<file path="src/rtl/crc_pkg.sv">
// Shared definitions for the streaming CRC blocks (encoder now, checker later).
// FSM encoding and the standard polynomials used to configure them.
package crc_pkg;

    typedef enum logic [1:0] {
        IDLE    = 2'd0,
        DATA    = 2'd1,
        CRC_OUT = 2'd2
    } state_e;

    localparam logic [15:0] CRC16_CCITT_POLY = 16'h1021;
    localparam logic [7:0]  CRC8_POLY        = 8'h07;

endpackage

</file>
<file path="src/rtl/crc_param_gen_if.sv">
// Payload-in / stream-out bundle for the CRC encoder.
// master = frame source side, slave = encoder side.
interface crc_param_gen_if #(
    parameter int DIN_W = 1,
    parameter int CRC_W = 16
);
    logic             i_start;
    logic             i_valid;
    logic [DIN_W-1:0] i_data;
    logic             o_ready;
    logic             o_valid;
    logic [DIN_W-1:0] o_data;
    logic [CRC_W-1:0] o_crc_code;
    logic             o_crc_done;
    logic             o_busy;
    logic             o_err;

    modport master (
        output i_start, i_valid, i_data,
        input  o_ready, o_valid, o_data, o_crc_code, o_crc_done, o_busy, o_err
    );

    modport slave (
        input  i_start, i_valid, i_data,
        output o_ready, o_valid, o_data, o_crc_code, o_crc_done, o_busy, o_err
    );
endinterface

</file>
<file path="src/rtl/crc_step.sv">
// Advances an MSB-first, non-reflected CRC register by DIN_W input bits.
// Purely combinational; bit DIN_W-1 of din is consumed first.
module crc_step #(
    parameter int               CRC_W = 16,
    parameter logic [CRC_W-1:0] POLY  = 16'h1021,
    parameter int               DIN_W = 1
) (
    input  logic [CRC_W-1:0] crc_in,
    input  logic [DIN_W-1:0] din,
    output logic [CRC_W-1:0] crc_out
);
    logic [CRC_W-1:0] acc;

    always_comb begin
        acc = crc_in;
        for (int i = DIN_W - 1; i >= 0; i--) begin
            if (din[i] ^ acc[CRC_W-1]) begin
                acc = (acc << 1) ^ POLY;
            end else begin
                acc = acc << 1;
            end
        end
        crc_out = acc;
    end
endmodule

</file>
<file path="src/rtl/crc_param_gen.sv">
// Streaming CRC encoder: forwards FRAME_LEN payload bits, then appends the CRC MSB chunk first.
// Latency: 1 cycle input beat to output beat; CRC beats follow the last payload beat back to back.
// Backpressure: none downstream; upstream sees o_ready only in DATA, gaps simply stall the frame.
module crc_param_gen
    import crc_pkg::*;
#(
    parameter int               CRC_W     = 16,
    parameter logic [CRC_W-1:0] POLY      = CRC16_CCITT_POLY,
    parameter logic [CRC_W-1:0] INIT      = '0,
    parameter int               DIN_W     = 1,
    parameter int               FRAME_LEN = 32
) (
    input logic            i_clk,
    input logic            i_rst_n,
    crc_param_gen_if.slave bus
);
    localparam int BEATS     = FRAME_LEN / DIN_W;
    localparam int CRC_BEATS = CRC_W / DIN_W;
    localparam int BCNT_W    = $clog2(BEATS + 1);
    localparam int CCNT_W    = $clog2(CRC_BEATS + 1);

    if ((CRC_W % DIN_W) != 0 || (FRAME_LEN % DIN_W) != 0 || FRAME_LEN < DIN_W) begin : g_bad_params
        $fatal(1, "crc_param_gen: CRC_W and FRAME_LEN must be non-zero multiples of DIN_W");
    end

    state_e             state_q, state_d;
    logic [BCNT_W-1:0]  bcnt_q, bcnt_d;
    logic [CCNT_W-1:0]  ccnt_q, ccnt_d;
    logic [CRC_W-1:0]   crc_q, crc_d;
    logic [CRC_W-1:0]   sh_q, sh_d;
    logic [DIN_W-1:0]   odat_q, odat_d;
    logic               ovld_q, ovld_d;
    logic [CRC_W-1:0]   code_q, code_d;
    logic               done_q, done_d;
    logic               err_q, err_d;
    logic [CRC_W-1:0]   crc_nxt;

    crc_step #(.CRC_W(CRC_W), .POLY(POLY), .DIN_W(DIN_W)) u_step (
        .crc_in  (crc_q),
        .din     (bus.i_data),
        .crc_out (crc_nxt)
    );

    always_comb begin
        state_d = state_q;
        bcnt_d  = bcnt_q;
        ccnt_d  = ccnt_q;
        crc_d   = crc_q;
        sh_d    = sh_q;
        odat_d  = odat_q;
        ovld_d  = 1'b0;
        code_d  = code_q;
        done_d  = 1'b0;
        err_d   = bus.i_start && (state_q != IDLE);
        case (state_q)
            IDLE: begin
                if (bus.i_start) begin
                    state_d = DATA;
                    crc_d   = INIT;
                    bcnt_d  = '0;
                end
            end
            DATA: begin
                if (bus.i_valid) begin
                    crc_d  = crc_nxt;
                    odat_d = bus.i_data;
                    ovld_d = 1'b1;
                    bcnt_d = bcnt_q + 1'b1;
                    if (bcnt_q == BCNT_W'(BEATS - 1)) begin
                        state_d = CRC_OUT;
                        sh_d    = crc_nxt;
                        ccnt_d  = '0;
                    end
                end
            end
            CRC_OUT: begin
                // Stay one extra cycle so the state still reads CRC_OUT while the last chunk is on o_data.
                if (ccnt_q == CCNT_W'(CRC_BEATS)) begin
                    state_d = IDLE;
                end else begin
                    odat_d = sh_q[CRC_W-1 -: DIN_W];
                    ovld_d = 1'b1;
                    sh_d   = sh_q << DIN_W;
                    ccnt_d = ccnt_q + 1'b1;
                    if (ccnt_q == CCNT_W'(CRC_BEATS - 1)) begin
                        done_d = 1'b1;
                        code_d = crc_q;
                    end
                end
            end
            default: state_d = IDLE;
        endcase
    end

    always_ff @(posedge i_clk or negedge i_rst_n) begin
        if (!i_rst_n) begin
            state_q <= IDLE;
            bcnt_q  <= '0;
            ccnt_q  <= '0;
            crc_q   <= INIT;
            sh_q    <= '0;
            odat_q  <= '0;
            ovld_q  <= 1'b0;
            code_q  <= '0;
            done_q  <= 1'b0;
            err_q   <= 1'b0;
        end else begin
            state_q <= state_d;
            bcnt_q  <= bcnt_d;
            ccnt_q  <= ccnt_d;
            crc_q   <= crc_d;
            sh_q    <= sh_d;
            odat_q  <= odat_d;
            ovld_q  <= ovld_d;
            code_q  <= code_d;
            done_q  <= done_d;
            err_q   <= err_d;
        end
    end

    assign bus.o_ready    = (state_q == DATA);
    assign bus.o_busy     = (state_q != IDLE);
    assign bus.o_valid    = ovld_q;
    assign bus.o_data     = odat_q;
    assign bus.o_crc_code = code_q;
    assign bus.o_crc_done = done_q;
    assign bus.o_err      = err_q;
endmodule

</file>
<file path="src/flat_wrapper.sv">
// flat-port wrapper written by rule: the top's interface ports become plain ports
module crc_param_gen_flat import crc_pkg::*;
#(
    parameter int               CRC_W     = 16,
    parameter logic [CRC_W-1:0] POLY      = CRC16_CCITT_POLY,
    parameter logic [CRC_W-1:0] INIT      = '0,
    parameter int               DIN_W     = 1,
    parameter int               FRAME_LEN = 32
)
  (i_clk, i_rst_n, bus_i_start, bus_i_valid, bus_i_data, bus_o_ready, bus_o_valid, bus_o_data, bus_o_crc_code, bus_o_crc_done, bus_o_busy, bus_o_err);
  crc_param_gen_if #(.DIN_W(DIN_W), .CRC_W(CRC_W)) bus_i ();
  input logic i_clk;
  input logic i_rst_n;
  input wire logic [$bits(bus_i.i_start)-1:0] bus_i_start;
  input wire logic [$bits(bus_i.i_valid)-1:0] bus_i_valid;
  input wire logic [$bits(bus_i.i_data)-1:0] bus_i_data;
  output wire logic [$bits(bus_i.o_ready)-1:0] bus_o_ready;
  output wire logic [$bits(bus_i.o_valid)-1:0] bus_o_valid;
  output wire logic [$bits(bus_i.o_data)-1:0] bus_o_data;
  output wire logic [$bits(bus_i.o_crc_code)-1:0] bus_o_crc_code;
  output wire logic [$bits(bus_i.o_crc_done)-1:0] bus_o_crc_done;
  output wire logic [$bits(bus_i.o_busy)-1:0] bus_o_busy;
  output wire logic [$bits(bus_i.o_err)-1:0] bus_o_err;
  assign bus_i.i_start = bus_i_start;
  assign bus_i.i_valid = bus_i_valid;
  assign bus_i.i_data = bus_i_data;
  assign bus_o_ready = bus_i.o_ready;
  assign bus_o_valid = bus_i.o_valid;
  assign bus_o_data = bus_i.o_data;
  assign bus_o_crc_code = bus_i.o_crc_code;
  assign bus_o_crc_done = bus_i.o_crc_done;
  assign bus_o_busy = bus_i.o_busy;
  assign bus_o_err = bus_i.o_err;
  crc_param_gen #(.CRC_W(CRC_W), .POLY(POLY), .INIT(INIT), .DIN_W(DIN_W), .FRAME_LEN(FRAME_LEN)) u_core (.i_clk(i_clk), .i_rst_n(i_rst_n), .bus(bus_i));
endmodule
</file>
<file path="config.mk">
export PLATFORM = sky130hd
export DESIGN_NAME = crc_param_gen_flat
export DESIGN_NICKNAME = d
export VERILOG_FILES = /design/src/rtl/crc_pkg.sv /design/src/rtl/crc_param_gen_if.sv /design/src/rtl/crc_step.sv /design/src/rtl/crc_param_gen.sv /design/src/flat_wrapper.sv
export SDC_FILE = /design/constraint.sdc
export NUM_CORES = 1
export LEC_CHECK = 0
export ABC_CLOCK_PERIOD_IN_PS = 2780
export CAP_MARGIN = 20
export CORE_ASPECT_RATIO = 1.4
export CORE_MARGIN = 3
export CORE_UTILIZATION = 30
export CTS_CLUSTER_DIAMETER = 100
export CTS_CLUSTER_SIZE = 16
export DETAILED_ROUTE_END_ITERATION = 6
export PLACE_DENSITY = 0.49
export SLEW_MARGIN = 10
export SYNTH_ARGS = -nofsm -noshare
export SYNTH_HDL_FRONTEND = slang
export SYNTH_SLANG_ARGS = --single-unit
</file>
<file path="constraint.sdc">
create_clock -name i_clk -period 2.78 [get_ports i_clk]
set_clock_uncertainty 0.05 [all_clocks]
set_input_delay 0.556 -clock i_clk [delete_from_list [all_inputs] [get_ports i_clk]]
set_output_delay 0.556 -clock i_clk [all_outputs]
set_load 0.01 [all_outputs]
</file>
==> impl_metrics.json <==
{
  "drcViolationCount": 0,
  "max_slew_margin": 0.4824,
  "cts.sinks": 65,
  "post_cts_resize_count": 0,
  "reg2reg_depth": 6,
  "ir_drop_mv": 0.3643,
  "die_h_um": 124.3,
  "utilization": 0.3823,
  "synthCells": 241,
  "diodes": 0,
  "r2r_slack_ns": 0.63,
  "fin_crit_sh": 0.8343,
  "die_w_um": 90.49,
  "seq_area_frac_synth": 0.5426,
  "ys.flop_type": "dfrtp_1",
  "grt_start_max_net_pins": 37,
  "swShare": 0.3448,
  "gp_congestion": 0.7011,
  "synth.distinct_cells": 41,
  "boundaryPins": 27,
  "worstPathArrival_ns": 1.71,
  "cts_tree": "done",
  "htreeDepth": 3,
  "max_freq_mhz": 431.2,
  "switchingPower_w": 0.001277,
  "cts_buffer_depth": 2,
  "worst-path-max-fanout": 4,
  "synth_seq_cells": 65,
  "drt_iter0_markers": 83,
  "crit_required_ns": 2.17,
  "met2_length_um": 2816,
  "top_layer_used": "met4",
  "layout_commonest_cell": "dfrtp_1",
  "p_leak_nw": 1.594,
  "holdCritPathClass": "in2async",
  "clock_latency_ns": 0.33,
  "ys_warn_count": 0,
  "final_nets": 280,
  "wl_um": 6172,
  "hold_viol": 0,
  "pwr-share-clk": 0.304,
  "r2r_end": "u_core.sh_q[12]",
  "drtPass1Iterations": 4,
  "period_needed_ns": 2.319,
  "maxSlewViolCount": 0,
  "post_cts_buffers": 0,
  "dieArea_um2": 11250,
  "cap_violations": 0,
  "reg2reg_from": "u_core.state_q[0]",
  "crit_end": "bus_o_busy",
  "syn-cell-area_um2": 2998,
  "wl_met1_um": 3011,
  "syn_nets": 253,
  "grt_pass1_vias": 2013,
  "overflow": 0,
  "synth_edf_count": 0,
  "syn_to_final_growth_pct": 22.62,
  "cts-buffers-inserted": 9,
  "antenna_found_initial": 0,
  "start_util": 0.3117,
  "p_int_w": 0.002426,
  "p_comb_frac": 0.328,
  "p_seq_frac": 0.367,
  "criticalPathCategory": "reg2out",
  "holdBufCountCts": 0,
  "core_um2": 9617,
  "startpoint": "u_core.state_q[0]",
  "placementRows": 42,
  "worstMarginPinSlew_ns": 0.7727,
  "vias_per_cell": 4.864,
  "most-common-layout-cells": "65 x dfrtp_1, 25 x clkdlybuf4s50_1, 18 x a22o_1, 17 x mux2i_1, 16 x mux2_2",
  "start_kind": "register",
  "cts.clk_slew.worst_paths_ns": 0.05,
  "cts-root-buf": "clkbuf_16",
  "drtAntennaViolNets": 0,
  "rsz0062_at_grt": "false",
  "grt_pass1_wl_um": 10580,
  "drive_above_1_share": 0.1728,
  "vias": 1965,
  "end_kind": "primary output",
  "hpwl_um": 4062,
  "port_buffers": 26,
  "synth.avg_cell_area_um2": 12.44,
  "async_flop_share": 1.000,
  "wl_met3_um": 183,
  "wire_per_inst_um": 15.28,
  "fin_tns_setup_ns": 0,
  "status": "completed",
  "track_usage": 0.1188,
  "setup-violations-final": 0,
  "power_density_nw_per_um2": 1007
}
==> flip-flops by register name, indices dropped and copies added, names as in the netlist <==
register and cells:
u_core.bus.o_crc_code 16, u_core.crc_q 16, u_core.sh_q 16, u_core.bcnt_q 6, u_core.ccnt_q 5, u_core.state_q 2, u_core.bus.o_crc_done 1, u_core.bus.o_data 1
u_core.bus.o_err 1, u_core.bus.o_valid 1
==> cells in the mapped netlist (3+ instances only) <==
master,instances,area (um2)
buf_2,9,45.04
dfrtp_1,65,1627
buf_6,3,33.78
a21oi_1,14,70.07
nand2b_1,3,18.77
a31oi_1,14,87.58
o21ai_0,8,40.04
nand2_1,15,56.30
a41oi_1,3,26.28
ha_1,7,87.58
buf_4,3,22.52
a22o_1,18,157.7
mux2i_1,17,170.2
nand3_1,5,25.02
inv_1,9,33.78
mux2_2,16,180.2
==> worst min path at each step <==
stage	slack (ns)	endpoint	from
after global placement	0.43	u_core.sh_q[5]	u_core.sh_q[5]
final	0.23	u_core.bus.o_crc_code[6]	i_rst_n
after floorplan	0.21	u_core.bcnt_q[0]	i_rst_n
after CTS	0.25	u_core.crc_q[7]	i_rst_n
after detailed placement	0.44	u_core.sh_q[5]	u_core.sh_q[5]
after global routing	0.27	u_core.bus.o_crc_code[6]	i_rst_n
==> through the flow <==
step	cell area, um2	hold WS, ns	setup WS [ns]	cells	total power (W)
floorplan	2998	0.2104	1.037	241	0.002299
CTS	3676	0.2501	0.4285	404	0.003754
global placement	3379	0.4302	0.4555	389	0.002594
global route	3676	0.2707	0.3868	404	0.003948
detailed placement	3379	0.4395	0.3911	389	0.002617
finish	3676	0.2300	0.4607	404	0.003702
==> worst max-delay path: stages, from the launching register on <==
cell and delay, ns:
dfrtp_1 0.38, inv_1 0.08, ha_1 0.29, inv_1 0.10, clkdlybuf4s50_1 0.54
==> power by group through the flow <==
stage / Sequential (W) / Clock, W / Combinational [W]
finish: 0.00136 / 0.00113 / 0.00122
floorplan: 0.00132 / 0 / 0.000974
global placement: 0.00138 / 0 / 0.00122
global route: 0.00140 / 0.00119 / 0.00136
CTS: 0.00136 / 0.00115 / 0.00124
detailed placement: 0.00137 / 0 / 0.00124
==> layout make-up <==
| cell class | count | area, um2 |
|---|---|---|
| repair buffers | 31 | 317.8 |
| multi-input cells | 152 | 1236 |
| inverters | 9 | 33.78 |
| flip-flops and latches | 65 | 1627 |
| fillers | 931 | 5941 |
| clock inverters | 3 | 40.04 |
| clock buffers | 12 | 256.5 |
| well taps | 132 | 165.2 |
==> cells by family after synthesis <==
group / synth area share
flops: 0.5426
compound gates: 0.1590
fa+ha+maj: 0.02921
buf+inv: 0.04507
mux: 0.1294
simple gates: 0.08598
xor+xnor: 0.008766
==> routing by layer <==
| metal | global-route usage | vias to the layer above |
|---|---|---|
| met4 | 0.06763 | 0 |
| met5 | 0 | - |
| li1 | - | 932 |
| met3 | 0.03082 | 9 |
| met2 | 0.1734 | 36 |
| met1 | 0.1588 | 988 |
No activity file was read; power rests on OpenSTA's default activity.
